--- src/rtl/rat_io_pkg.sv ---
// Shared constants for the RAT MCU port bus peripherals.
//   Port IDs   : addresses decoded by the input/output muxes of the MCU wrapper.
//   STAT_*_BIT : bit positions inside the event port status byte.
//   CTRL_*_BIT : command bit positions in writes to the event port control ID.
package rat_io_pkg;

  // Existing wrapper peripherals
  localparam logic [7:0] SWITCHES_ID = 8'h20;
  localparam logic [7:0] LEDS_ID     = 8'h40;
  localparam logic [7:0] SEVSEG_ID   = 8'h81;

  // Event input port
  localparam logic [7:0] DATA_ID   = 8'h30;
  localparam logic [7:0] STATUS_ID = 8'h31;
  localparam logic [7:0] CTRL_ID   = 8'h32;

  // Status byte layout: {OVF, EMPTY, FULL, 1'b0, count[3:0]}
  localparam int unsigned STAT_OVF_BIT   = 7;
  localparam int unsigned STAT_EMPTY_BIT = 6;
  localparam int unsigned STAT_FULL_BIT  = 5;

  // Control write bits
  localparam int unsigned CTRL_POP_BIT     = 0;
  localparam int unsigned CTRL_CLR_OVF_BIT = 1;
  localparam int unsigned CTRL_FLUSH_BIT   = 2;

endpackage

--- src/rtl/sync_edge_detect.sv ---
// Two-flop synchronizer followed by a previous-value register, producing a
// one-cycle rising-edge vector per bit.
//   CLK   : destination clock
//   RESET : asynchronous active-high reset, clears all stages
//   d     : asynchronous input lines
//   rise  : per-bit rising edge of the synchronized lines (combinational)
module sync_edge_detect #(
  parameter int unsigned WIDTH = 8
) (
  input  logic             CLK,
  input  logic             RESET,
  input  logic [WIDTH-1:0] d,
  output logic [WIDTH-1:0] rise
);

  logic [WIDTH-1:0] sync1_q;
  logic [WIDTH-1:0] sync2_q;
  logic [WIDTH-1:0] prev_q;

  always_ff @(posedge CLK or posedge RESET) begin
    if (RESET) begin
      sync1_q <= '0;
      sync2_q <= '0;
      prev_q  <= '0;
    end else begin
      sync1_q <= d;
      sync2_q <= sync1_q;
      prev_q  <= sync2_q;
    end
  end

  assign rise = sync2_q & ~prev_q;

endmodule

--- src/rtl/event_in_port.sv ---
// Event input port on the RAT MCU port bus. Synchronizes 8 external lines,
// queues every non-zero rising-edge vector in a small FIFO and pulses INT for
// each queued event. The MCU reads the FIFO head and a status byte, and
// writes pop / clear-overflow / flush commands.
//   CLK, RESET : clock, asynchronous active-high reset
//   IN_SIG     : asynchronous external lines
//   PORT_ID    : MCU port address
//   OUT_PORT   : MCU write data (bit0 pop, bit1 clear OVF, bit2 flush)
//   IO_STRB    : MCU write strobe
//   IN_PORT    : combinational read data (head entry or status)
//   IN_VALID   : PORT_ID hits DATA_ID or STATUS_ID; select for the wrapper mux
//   INT        : interrupt pulse, INT_WIDTH cycles per accepted event
module event_in_port
  import rat_io_pkg::*;
#(
  parameter logic [7:0]  DATA_ID   = rat_io_pkg::DATA_ID,
  parameter logic [7:0]  STATUS_ID = rat_io_pkg::STATUS_ID,
  parameter logic [7:0]  CTRL_ID   = rat_io_pkg::CTRL_ID,
  parameter int unsigned DEPTH     = 4,
  parameter int unsigned INT_WIDTH = 4
) (
  input  logic       CLK,
  input  logic       RESET,
  input  logic [7:0] IN_SIG,
  input  logic [7:0] PORT_ID,
  input  logic [7:0] OUT_PORT,
  input  logic       IO_STRB,
  output logic [7:0] IN_PORT,
  output logic       IN_VALID,
  output logic       INT
);

  localparam int unsigned PtrW = $clog2(DEPTH);
  localparam int unsigned CntW = $clog2(DEPTH) + 1;
  localparam logic [CntW-1:0] CntFull = CntW'(DEPTH);
  localparam logic [3:0]      IntLoad = 4'(INT_WIDTH);

  logic [7:0]      rise;
  logic [7:0]      mem_q [DEPTH];
  logic [PtrW-1:0] wr_ptr_q;
  logic [PtrW-1:0] rd_ptr_q;
  logic [CntW-1:0] count_q;
  logic            ovf_q;
  logic [3:0]      int_cnt_q;

  logic ctrl_wr;
  logic pop_req;
  logic clr_ovf;
  logic flush;
  logic empty;
  logic full;
  logic push;
  logic pop;
  logic overflow;
  logic [7:0] status;
  logic unused_out_port;

  sync_edge_detect #(
    .WIDTH(8)
  ) u_sync (
    .CLK  (CLK),
    .RESET(RESET),
    .d    (IN_SIG),
    .rise (rise)
  );

  assign unused_out_port = ^OUT_PORT[7:3];

  assign ctrl_wr = IO_STRB && (PORT_ID == CTRL_ID);
  assign pop_req = ctrl_wr && OUT_PORT[CTRL_POP_BIT];
  assign clr_ovf = ctrl_wr && OUT_PORT[CTRL_CLR_OVF_BIT];
  assign flush   = ctrl_wr && OUT_PORT[CTRL_FLUSH_BIT];

  assign empty = (count_q == '0);
  assign full  = (count_q == CntFull);

  // Flush discards everything this cycle, including an incoming edge vector.
  // A pop on a full FIFO frees the slot the same-cycle push lands in.
  assign pop      = pop_req && !empty && !flush;
  assign push     = (rise != 8'h00) && !flush && (!full || pop);
  assign overflow = (rise != 8'h00) && !flush && full && !pop;

  always_ff @(posedge CLK or posedge RESET) begin
    if (RESET) begin
      wr_ptr_q  <= '0;
      rd_ptr_q  <= '0;
      count_q   <= '0;
      ovf_q     <= 1'b0;
      int_cnt_q <= '0;
    end else begin
      if (flush) begin
        wr_ptr_q <= '0;
        rd_ptr_q <= '0;
        count_q  <= '0;
      end else begin
        if (push) wr_ptr_q <= wr_ptr_q + PtrW'(1);
        if (pop)  rd_ptr_q <= rd_ptr_q + PtrW'(1);
        if (push && !pop) begin
          count_q <= count_q + CntW'(1);
        end else if (pop && !push) begin
          count_q <= count_q - CntW'(1);
        end
      end

      // A new overflow beats a same-cycle clear so no drop goes unreported.
      if (overflow) begin
        ovf_q <= 1'b1;
      end else if (clr_ovf) begin
        ovf_q <= 1'b0;
      end

      if (push) begin
        int_cnt_q <= IntLoad;
      end else if (int_cnt_q != 4'd0) begin
        int_cnt_q <= int_cnt_q - 4'd1;
      end
    end
  end

  // Storage needs no reset: entries are only visible while count is non-zero.
  always_ff @(posedge CLK) begin
    if (push) mem_q[wr_ptr_q] <= rise;
  end

  assign INT = (int_cnt_q != 4'd0);

  always_comb begin
    status                 = 8'h00;
    status[STAT_OVF_BIT]   = ovf_q;
    status[STAT_EMPTY_BIT] = empty;
    status[STAT_FULL_BIT]  = full;
    status[3:0]            = 4'(count_q);
  end

  always_comb begin
    IN_PORT  = 8'h00;
    IN_VALID = 1'b0;
    if (PORT_ID == DATA_ID) begin
      IN_VALID = 1'b1;
      IN_PORT  = empty ? 8'h00 : mem_q[rd_ptr_q];
    end else if (PORT_ID == STATUS_ID) begin
      IN_VALID = 1'b1;
      IN_PORT  = status;
    end
  end

endmodule

--- config.mk ---
export PLATFORM = sky130hd
export DESIGN_NAME = event_in_port
export DESIGN_NICKNAME = d
export VERILOG_FILES = /design/src/rtl/rat_io_pkg.sv /design/src/rtl/sync_edge_detect.sv /design/src/rtl/event_in_port.sv
export SDC_FILE = /design/constraint.sdc
export NUM_CORES = 1
export LEC_CHECK = 0
export ABC_AREA = 1
export CAP_MARGIN = 20
export CORE_MARGIN = 2
export CORE_UTILIZATION = 30
export CTS_CLUSTER_DIAMETER = 50
export CTS_CLUSTER_SIZE = 20
export DETAILED_ROUTE_END_ITERATION = 12
export GPL_ROUTABILITY_DRIVEN = 0
export PLACE_DENSITY = 0.58
export SYNTH_ARGS = -nofsm -noshare
export SYNTH_HDL_FRONTEND = slang
export SYNTH_HIERARCHICAL = 1
export SYNTH_SLANG_ARGS = --single-unit
export TNS_END_PERCENT = 20
--- constraint.sdc ---
create_clock -name CLK -period 5.6 [get_ports CLK]
set_clock_uncertainty 0.05 [all_clocks]
set_input_delay 1.4 -clock CLK [delete_from_list [all_inputs] [get_ports CLK]]
set_output_delay 1.4 -clock CLK [all_outputs]
set_load 0.02 [all_outputs]
# Yosys cells after proc, flatten, opt, wreduce, memory -nomap -nowiden
# Memories as Yosys holds them, arrays and structs flattened.
# Cells that the tools add are included.
# word_totals
reg_bits	36
ramBits	32
input_bits	27
out_inout_bits	10
word_cells	64
mem_count	1
# op_classes
addsub	5
eq_ne	4
mux	18
n_bitwise	2
reduce_logical	26
# memory_table
memory	depth	width	read_ports	rd_clocked_by_memory_dff	wr	line_no	source
mem_q	4	8	1	0	1	event_in_port.sv:39	logic [7:0] mem_q [DEPTH];
# ops
operator	n
== test 8 x 6 -> 1 bit (second input constant)	3
2-to-1 mux 8 bit	3
logical AND 1 bit	12
2-to-1 mux 3 bit	3
AND 8 bit	1
2-to-1 mux 2 bit	4
2-to-1 mux 4 bit	2
NOT 8 bit	1
nonzero test 2 bit	4
nonzero test 8 bit	1
2-to-1 mux 1 bit	6
logical NOT 1 bit	5
adder 2 x 1 -> 2 bit (second input constant)	2
nonzero test 4 bit	1
subtractor 4 x 1 -> 4 bit (second input constant)	1
adder 3 x 1 -> 3 bit (second input constant)	1
== test 3 bit (second input constant)	1
logical NOT 3 bit	1
nonzero test 3 bit	1
subtractor 3 x 1 -> 3 bit (second input constant)	1
logical OR 1 bit	1

# Depth between registers and ports, before layout
# logic_depth
depth_word	12
depth_mapped	14

# By module
# Netlist, hierarchy kept.
# by_module_without_submodules
mod	instances	cells_each	area_per_inst_um2	seq_area_each_um2
event_in_port	1	216	2162.1	1261.2
sync_edge_detect	1	41	684.4	600.6

# Worst setup path after synthesis
# OpenSTA, ideal clock, no wires.
# synth_timing
kind	input -> output
start	input port PORT_ID[7]
end	output port IN_PORT[3]
arrival_time_ns	2.451
path_slack_ns	1.699
path_stages	7
path_cell_list	nor2_1 > nand2_1 > nor2_1 > inv_1 > nor3_4 > inv_1 > a21oi_1
# synth_via
elab_chain_len	2
# synth_rtl
item	line_no	source
from (decl)	event_in_port.sv:25	input logic [7:0] PORT_ID,
== test 8 x 6 -> 1 bit	event_in_port.sv:138	if (PORT_ID == DATA_ID) begin
2-to-1 mux 8 bit	event_in_port.sv:138	
to (decl)	event_in_port.sv:28	output logic [7:0] IN_PORT,
# No other way between the ends.

# Final worst setup path
# layout_timing
start	input port PORT_ID[4]
end	output port IN_PORT[5]
# layout_via
elab_chain_len	3
# layout_rtl
item	line_no	source
== test 8 x 6 -> 1 bit	event_in_port.sv:141	end else if (PORT_ID == STATUS_ID) begin
2-to-1 mux 8 bit	event_in_port.sv:141	
2-to-1 mux 8 bit *	event_in_port.sv:138	
# Mark *: on every way between the ends. The rest lies on a longest branch, timed or not.

==> summary.txt <==
Clocking
  – CTS buffer count: 9
  – Clock transition at path regs: 0.07 ns
  – CTS Sinks: 68
  – Clock Latency Late Sink: 0.34 ns
  – Setup bufs post-CTS: 0
  – H-tree lvl count: 3
  – Resized Gates After CTS: 0
  – Post-cts hold buffer count: 0
  – Clk buf depth: 2
  – CTS tree: done
  – CTS root buf: clkbuf_8

Setup path
  – R2R Path Start: count_q[2]$_DFFE_PP0P_
  – CP startpoint kind: input pin
  – Critical Path Max Stage Delay: 0.63 ns
  – CP Capture Type: primary output
  – Max FO, Critical Path: 7
  – R2R setup slack: 3.30 ns
  – CP dominant cell by count: nand2_1
  – Critical path's slowest cell: clkdlybuf4s50_1
  – RR Endpoint: mem_q[1][6]$_DFFE_PP_
  – CP Class: in2out
  – Cell family with most CP delay: buffers and inverters
  – Worst path cell trace: clkdlybuf4s50_1 -> nand2_1 -> inv_1 -> nand2_1 -> nor2_1 -> inv_1 -> nor3_4 -> nand2_1 -> o21ai_0 -> clkdlybuf4s50_1
  – CP arrival: 3.46 ns
  – Data required time of the critical path: 4.15 ns
  – CP Buf/Inv Count: 4
  – Worst reg2reg path depth: 8

Worst hold path
  – Worst hold stages: 0
  – HP Start: u_sync/sync1_q[4]$_DFF_PP0_
  – Hold EP: u_sync/sync2_q[4]$_DFF_PP0_
  – Hold Path Class: reg2reg

Synthesis
  – Synth top area share: 33.76%
  – Cell count after synthesis: 257
  – Area contributors post-synth: edfxtp_1 (34%), dfrtp_1 (32%), inv_1 (4.9%), o21ai_0 (4.4%), nor2_1 (4.4%)
  – Netlist cell types: 28
  – Mapped Area: 2846 um2
  – Seq/Total Area, Yosys: 65.41%
  – Synthesized net count: 291
  – YS warnings: 6
  – Register bit total from synthesis: 68
  – Syn_area_per_cell: 11.08 um2
  – Area leader, netlist: edfxtp_1

Detailed routing
  – Antenna Violating Nets Remaining: 0
  – Post-Route WL: 5.195 mm
  – Metal2 WL: 2.617 mm
  – Vias per inst: 4.242
  – Drt first pass iters: 4
  – Routed wl met3: 309 um
  – DR vias: 1,824
  – DRC: 0
  – Top Layer Used: met4
  – Metal-1 WL: 2.211 mm
  – DRT iter0 DRCs: 111
  – DR WL/cell: 12.08 um

STA
  – RSZ-0062 raised after global routing: false
  – Pins over their slew limit: 0
  – Final period util: 87.69%
  – Fin. Hold Viols: 0
  – Setup slack after layout: 0.6892 ns
  – Setup TNS: 0 ns
  – Final setup viols: 0
  – Worst Tran Pin Value: 0.8523 ns
  – Max frequency: 203.6 MHz
  – Fin crit period: 4.911 ns
  – Rel. slew slack: 43.12%

Finish
  – ANT cells: 0
  – Most common cell after layout, fill and taps aside: inv_1
  – Share of layout cells above drive strength 1: 15.28%
  – Final non-filler cell total: 430
  – NumNets Final: 330
  – Post-layout util: 38.10%
  – Area Overhead vs Synth: 23.69%
  – Commonest cells after routing, fill and taps aside: inv_1 (37), dfrtp_1 (36), nor2_1 (33), edfxtp_1 (32), clkdlybuf4s50_1 (31)

GRT
  – Number of global-route vias before repair: 1,803
  – Largest net degree at the start of global routing: 25
  – Global-route wire length before repair: 8.500 mm
  – Gr ovfl total: 0
  – Antenna violations before repair: 0
  – GRT Util Overall: 11.00%

Placed design
  – DP HPWL: 3.622 mm
  – Port Buf Inserts: 31
  – DP Worst Slack: 0.6271 ns
  – # placed instances: 414

Outcome
  – Outcome: complete, no violations

Power
  – Peak VDD IR: 0.1594 mV
  – Leakage: 1.458 nW
  – P per Cell Area: 424.9 nW/um2

Floorplanning
  – Row Count: 35
  – Ports: 37
  – Die H: 101.4 um
  – Starting Density: 30.81%
  – Total core area: 9240 um2
  – Die Wd: 101.4 um
  – Die Area: 10,280 um2

Job
  – Max Cap Violations: 0
[cell usage after synthesis (all sizes together)]
master,number
nand2,33
nor2,44
o21ai,31
nand3,8
o22ai,6
clkbuf,1
edfxtp,32
xor2,1
fa,1
xnor2,2
buf,2
nor3,4
nand3b,1
inv,41
nand4,3
dfrtp,36
a21oi,5
ha,6
[cells by family (layout without fill, tap and decap cells)]
group                      count (synthesis)  in the layout  share of synthesized area [%]
and+or+nand+nor                           93             93                          16.13
xor gates and xnor gates                   3              3                         0.9232
DFF                                       68             68                          65.41
buffers and inverters                     44             88                          5.890
adders and majority gates                  7              7                          3.341
AOI/OAI and AO/OA                         42             42                          8.307
[worst max path at each step]
| stage | startpoint | end | slack (ns) | cells after the start |
|---|---|---|---|---|
| 4_1_cts | PORT_ID[5] | IN_PORT[5] | 0.63 | 10 |
| 5_1_grt | PORT_ID[4] | IN_PORT[5] | 0.49 | 10 |
| 3_3_place_gp | PORT_ID[7] | IN_PORT[5] | 0.62 | 9 |
| 6_report | PORT_ID[4] | IN_PORT[5] | 0.69 | 10 |
| 2_1_floorplan | PORT_ID[7] | IN_PORT[3] | 1.70 | 7 |
| 3_5_place_dp | PORT_ID[5] | IN_PORT[5] | 0.63 | 10 |
[sequential cells by signal, indices dropped and copies added (netlist names)]
name and cells:
mem_q 32, u_sync/prev_q 8, u_sync/sync1_q 8, u_sync/sync2_q 8
int_cnt_q 4, count_q 3, rd_ptr_q 2, wr_ptr_q 2
ovf_q 1
[power breakdown]
part / leakage [nW] / total [W] / internal (W) / switching (W)
logic: 0.624 / 0.000359 / 0.000129 / 0.000230
registers: 0.721 / 0.000709 / 0.000661 / 0.0000473
clock network: 0.113 / 0.000429 / 0.000236 / 0.000193
[per-layer routing]
layer | vias to the layer above | track usage [%]
met1 | 864 | 13.75
met3 | 8 | 3.520
li1 | 914 | -
met4 | 0 | 3.742
met2 | 38 | 18.08
met5 | - | 0
[cell type report]
| cell class | count | area (um2) |
|---|---|---|
| multi-input combinational | 145 | 817.0 |
| sequential | 68 | 1862 |
| clock buffer | 10 | 148.9 |
| fill | 922 | 5719 |
| timing repair buffer | 31 | 310.3 |
| inverter | 41 | 153.9 |
| clock inverter | 6 | 67.56 |
| tap | 129 | 161.4 |
[through the flow]
step	instance area, um2	hold slack, ns	power [W]
final	3521	0.3005	0.001496
after global routing	3521	0.3074	0.001600
after CTS	3521	0.3017	0.001518
after detailed placement	3304	0.2847	0.001086
after global placement	3304	0.2824	0.001070
after floorplan	2846	0.2812	0.0009793
(Power assumes the default switching activity.)
